**src/rtl/mig_multiport_bridge.sv**
```systemverilog
// mig_multiport_bridge: round-robin bridge from NUM_PORTS cache line requesters onto one DDR2 MIG user interface.
// Optional MIG_BYTE_MASK_EN adds per-port byte enables driving app_wdf_mask_data.
module mig_multiport_bridge #(
   parameter int NUM_PORTS        = 2,
   parameter int APPDATA_WIDTH    = 128,
   parameter int LINE_BEATS       = 2,
   parameter int INPUT_ADDR_WIDTH = 31
) (
   input  logic                                             clk,
   input  logic                                             rst,
   input  logic                                             phy_init_done,
   input  logic [NUM_PORTS-1:0]                             req_valid,
   input  logic [NUM_PORTS-1:0]                             req_we,
   input  logic [NUM_PORTS*INPUT_ADDR_WIDTH-1:0]            req_addr,
   input  logic [NUM_PORTS*LINE_BEATS*APPDATA_WIDTH-1:0]    req_wdata,
`ifdef MIG_BYTE_MASK_EN
   input  logic [NUM_PORTS*LINE_BEATS*APPDATA_WIDTH/8-1:0]  req_be,
`endif
   output logic [NUM_PORTS-1:0]                             req_ready,
   output logic [NUM_PORTS-1:0]                             rsp_valid,
   output logic [LINE_BEATS*APPDATA_WIDTH-1:0]              rsp_rdata,
   output logic                                             err_spurious,
   input  logic                                             app_af_afull,
   input  logic                                             app_wdf_afull,
   input  logic                                             rd_data_valid,
   input  logic [APPDATA_WIDTH-1:0]                         rd_data_fifo_out,
   output logic                                             app_af_wren,
   output logic [INPUT_ADDR_WIDTH-1:0]                      app_af_addr,
   output logic [2:0]                                       app_af_cmd,
   output logic                                             app_wdf_wren,
   output logic [APPDATA_WIDTH-1:0]                         app_wdf_data,
   output logic [APPDATA_WIDTH/8-1:0]                       app_wdf_mask_data
);
   localparam int LW = LINE_BEATS*APPDATA_WIDTH;
   localparam int BW = APPDATA_WIDTH/8;
   localparam int PW = NUM_PORTS > 1 ? $clog2(NUM_PORTS) : 1;
   localparam int CW = $clog2(LINE_BEATS);
   localparam int AL = $clog2(2*LINE_BEATS);

   typedef enum logic [2:0] {IDLE, WR_BEAT, RD_CMD, RD_WAIT, DONE} state_t;
   state_t state, state_d;

   logic [PW-1:0]               rr, owner, gnt_idx, cand;
   logic                        gnt, beat_go, last_beat;
   logic [CW-1:0]               cnt;
   logic [INPUT_ADDR_WIDTH-1:0] addr_q;
   logic [LW-1:0]               line_q, rbuf, rbuf_d;
`ifdef MIG_BYTE_MASK_EN
   logic [LINE_BEATS*BW-1:0]    be_q;
`endif

   // Scan from the highest offset down so the port closest to rr wins.
   always_comb begin
      gnt = 1'b0;
      gnt_idx = '0;
      cand = '0;
      for (int i = NUM_PORTS-1; i >= 0; i--) begin
         cand = PW'((int'(rr) + i) % NUM_PORTS);
         if (req_valid[cand]) begin
            gnt = 1'b1;
            gnt_idx = cand;
         end
      end
      gnt = gnt & phy_init_done & ~rst & (state == IDLE);
   end

   assign last_beat = cnt == CW'(LINE_BEATS-1);
   assign beat_go   = state == WR_BEAT && !app_wdf_afull && (cnt != '0 || !app_af_afull);

   always_comb begin
      rbuf_d = rbuf;
      rbuf_d[cnt*APPDATA_WIDTH +: APPDATA_WIDTH] = rd_data_fifo_out;
   end

   always_comb begin
      state_d = state;
      case (state)
         IDLE:    state_d = gnt ? (req_we[gnt_idx] ? WR_BEAT : RD_CMD) : IDLE;
         WR_BEAT: state_d = beat_go && last_beat ? DONE : WR_BEAT;
         RD_CMD:  state_d = app_af_afull ? RD_CMD : RD_WAIT;
         RD_WAIT: state_d = rd_data_valid && last_beat ? DONE : RD_WAIT;
         default: state_d = IDLE;
      endcase
   end

   assign req_ready    = gnt ? NUM_PORTS'(1'b1) << gnt_idx : '0;
   assign rsp_valid    = state == DONE ? NUM_PORTS'(1'b1) << owner : '0;
   assign app_af_wren  = (beat_go && cnt == '0) || (state == RD_CMD && !app_af_afull);
   assign app_af_cmd   = {2'b00, state == RD_CMD};
   assign app_af_addr  = addr_q & ({INPUT_ADDR_WIDTH{1'b1}} << AL);
   assign app_wdf_wren = beat_go;
   assign app_wdf_data = line_q[cnt*APPDATA_WIDTH +: APPDATA_WIDTH];
`ifdef MIG_BYTE_MASK_EN
   assign app_wdf_mask_data = beat_go ? ~be_q[cnt*BW +: BW] : '0;
`else
   assign app_wdf_mask_data = '0;
`endif

   always_ff @(posedge clk or posedge rst) begin
      if (rst) begin
         state        <= IDLE;
         rr           <= '0;
         owner        <= '0;
         cnt          <= '0;
         addr_q       <= '0;
         line_q       <= '0;
         rbuf         <= '0;
         rsp_rdata    <= '0;
         err_spurious <= 1'b0;
`ifdef MIG_BYTE_MASK_EN
         be_q         <= '0;
`endif
      end else begin
         state <= state_d;
         if (rd_data_valid && state != RD_WAIT) err_spurious <= 1'b1;
         if (gnt) begin
            rr     <= PW'((int'(gnt_idx) + 1) % NUM_PORTS);
            owner  <= gnt_idx;
            cnt    <= '0;
            addr_q <= req_addr[gnt_idx*INPUT_ADDR_WIDTH +: INPUT_ADDR_WIDTH];
            line_q <= req_wdata[gnt_idx*LW +: LW];
`ifdef MIG_BYTE_MASK_EN
            be_q   <= req_be[gnt_idx*LINE_BEATS*BW +: LINE_BEATS*BW];
`endif
         end
         if (beat_go) cnt <= last_beat ? '0 : cnt + 1'b1;
         if (state == RD_WAIT && rd_data_valid) begin
            rbuf <= rbuf_d;
            cnt  <= last_beat ? '0 : cnt + 1'b1;
            if (last_beat) rsp_rdata <= rbuf_d;
         end
      end
   end
endmodule
```
**config.mk**
```make
export PLATFORM = sky130hd
export DESIGN_NAME = mig_multiport_bridge
export DESIGN_NICKNAME = d
export VERILOG_FILES = /design/src/rtl/mig_multiport_bridge.sv
export SDC_FILE = /design/constraint.sdc
export NUM_CORES = 1
export LEC_CHECK = 0
export ABC_AREA = 1
export CAP_MARGIN = 25
export CORE_AREA = 2 2 448 450
export DETAILED_ROUTE_END_ITERATION = 8
export DIE_AREA = 0 0 450 452
export PLACE_DENSITY = 0.42
export SETUP_SLACK_MARGIN = 0.3
export SYNTH_ARGS = -nofsm -noshare
export SYNTH_HDL_FRONTEND = slang
export SYNTH_SLANG_ARGS = --single-unit
```
**constraint.sdc**
```tcl
create_clock -name clk -period 72.9 [get_ports clk]
set_input_delay 14.58 -clock clk [delete_from_list [all_inputs] [get_ports clk]]
set_output_delay 14.58 -clock clk [all_outputs]
set_load 0.01 [all_outputs]
```
==> summary.txt <==
Run status
  – Status: complete, no violations

Cells and area
  – Share of cells above drive strength 1: 3.48%
  – FILL cells: 22200
  – Most frequent cells in the layout: nand2_1, clkdlybuf4s50_1, dfrtp_1
  – Area growth from synthesis to layout: 53.8%
  – Most common cell after layout, fill and taps aside: nand2_1
  – Fin nets: 5876

Power
  – Pleak: 0.0235 uW
  – Worst VDD drop: 0.0174 mV
  – Pwr/cell area: 38.4 nW/um^2

STA
  – Period utilization: 44.1%
  – Pins Over Slew Limit: 0
  – Max transition margin: 16.9%
  – Final setup violating endpoints: 0
  – Fmax achieved: 31.1 MHz
  – Clock Skew: 0.0364 ns
  – Worst Max-Slew Pin Slew: 1.25 ns
  – Final hold slack: 0.468 ns
  – RSZ-0062 raised after global routing: false
  – Hold Vio Cnt, Final: 0
  – Final setup TNS: 0 ns
  – Final min period: 32.15 ns

Yosys
  – Synth Area in Simple Gates: 34.7%
  – Syn_area_per_cell: 7.40 um^2
  – Seq/Total Area, Yosys: 54.9%
  – Largest family of logic cells by synthesized area: simple AND/OR/NAND/NOR gates
  – Post-synthesis register bit count: 677
  – Yosys cell types: 26
  – Synth Cell Area: 30900 um^2
  – Xor-xnor portion of the synthesized cell area: 0%
  – Ys Warns: 0
  – Adder-cell share of the synthesized area: 0%
  – Synth Area in Compound Gates: 4.34%
  – Cells after synthesis: 4172
  – Mux contribution to synthesized area: 0%

Floorplan
  – Die Span Y: 452 um
  – Die area: 203000 um^2
  – Starting Density: 15.5%
  – Die Width: 450 um
  – # IOs: 1153
  – # rows: 164
  – Core Footprint: 199000 um^2

Min path
  – Worst hold start: rsp_rdata[107]
  – Hold Path Class: reg -> reg
  – Hold Path Sink: rsp_rdata[107]
  – Hold Path Stages: 2

Setup path
  – Crit end category: output pin
  – Worst R2R Start: rr
  – Critical path startpoint category: input port
  – Worst R2R Path Depth: 10
  – Critical Path AT: 17.57 ns
  – R2r endpoint: line_q[146]
  – Required time of the critical path: 58.32 ns
  – Critical path class: in -> out
  – Worst R2R Setup Slack: 68.32 ns
  – Crit-path max FO: 136

Clock tree
  – Clock slew at reported path FFs: 0.06 ns
  – Longest Clk Path Bufs: 3
  – # hold bufs at CTS: 0
  – H-tree Lvls: 3
  – Setup repair bufs after CTS: 0
  – CTS Sinks: 677
  – CTS root buf: clkbuf_16
  – Worst skew pair latency: 0.72 ns
  – Gates resized, CTS repair: 0
  – TritonCTS buffer count: 86
  – CTS tree: built

Detailed routing
  – Initial DRC count: 2130
  – Vias per inst: 3.76
  – DRT Pass-1 Iters: 5
  – Drt drc: 0
  – Detailed Route WL: 147 mm
  – Remaining antenna violation count: 0
  – Vias: 29700
  – DR WL/cell: 18.6 um

Placed design
  – Placed wire-length estimate: 106 mm
  – Port bufs: 1128
  – Placer Congestion: 0.890

Run
  – Max cap viols: 0

Global route
  – Grt ovf: 0
  – Vias in the first global route: 29500
  – First-pass GRT wire length: 211 mm
  – Tot GR Track Use: 14.0%
  – Initial antenna violation count: 38
  – Largest net degree at the start of global routing: 232
[report_power, final]
part	switching, uW	internal, uW	leakage, uW
Combinational	410	341	0.0135
Clock	184	246	0.00137
Sequential	96.8	549	0.00865
Total	691	1140	0.0235
[kinds of logic after synthesis]
kind of cell / count (synthesis)
other: 1
AO/OA/AOI/OAI: 265
AND/OR/NAND/NOR: 2805
buffers and inverters: 424
flip-flops: 677
[worst max-delay path, cell delays in order]
cell	delay (ns)
clkdlybuf4s50_1	0.49
inv_8	0.57
nand3_1	0.24
nor2_4	0.26
buf_12	0.54
nand2_1	0.14
inv_1	0.11
clkdlybuf4s50_1	0.58
[routing by layer]
metal / GRT usage [%] / share of wire [%]
met1: 16.0 / 39
met2: 25.0 / 51
met3: 4.07 / 6.8
met4: 4.27 / 2.8
met5: 0 / 0.15
[flip-flops by register name, summed over array words and instances (netlist names)]
signal,flops
line_q,256
rsp_rdata,256
rbuf,129
addr_q,29
state,3
cnt,1
err_spurious,1
owner,1
rr,1
[final cells by class]
type,count,area [um^2],area share [%]
inverter,145,567,1.19
clock buffer,121,2430,5.13
timing repair buffer,1164,11600,24.5
antenna,9,22.5,0.0474
sequential,677,16900,35.7
tap,2656,3320,7.00
clock inverter,34,384,0.809
multi-input combinational,3090,12200,25.6
[worst max-delay path by stage]
stage | startpoint | endpoint | slack (ns) | depth (start not counted)
2_1_floorplan | rst | req_ready[1] | 28.03 | 6
3_3_place_gp | rst | req_ready[0] | 40.55 | 8
3_5_place_dp | rst | req_ready[0] | 40.59 | 8
4_1_cts | rst | req_ready[0] | 40.58 | 8
5_1_grt | rst | req_ready[0] | 40.42 | 8
6_report | rst | req_ready[0] | 40.75 | 8
[metrics by stage]
stage | cells | util (%) | power [uW] | instance area (um^2) | setup WS, ns
global placement | 7731 | 22.5 | 1420 | 44600 | 40.55
global route | 7892 | 23.9 | 1960 | 47500 | 40.42
detailed placement | 7731 | 22.5 | 1420 | 44600 | 40.59
finish | 7896 | 23.9 | 1830 | 47500 | 40.75
floorplan | 4191 | - | 973 | 30900 | 28.03
CTS | 7886 | 23.9 | 1870 | 47500 | 40.58
[cell usage after synthesis, drive strengths merged]
cell / n / area share (%)
nand2: 2608 / 32
dfrtp: 677 / 55
o21ai: 235 / 3.8
buf: 194 / 3.3
inv: 145 / 1.8
nand3: 133 / 2.2
clkbuf: 85 / 1.0
nor2: 61 / 0.77
a21oi: 27 / 0.45
a21boi: 1 / 0.024
and3: 1 / 0.020
conb: 1 / 0.012
nand4: 1 / 0.020
nor3: 1 / 0.016
o21bai: 1 / 0.024
o22ai: 1 / 0.020
Power figures use the tool's default switching activity.
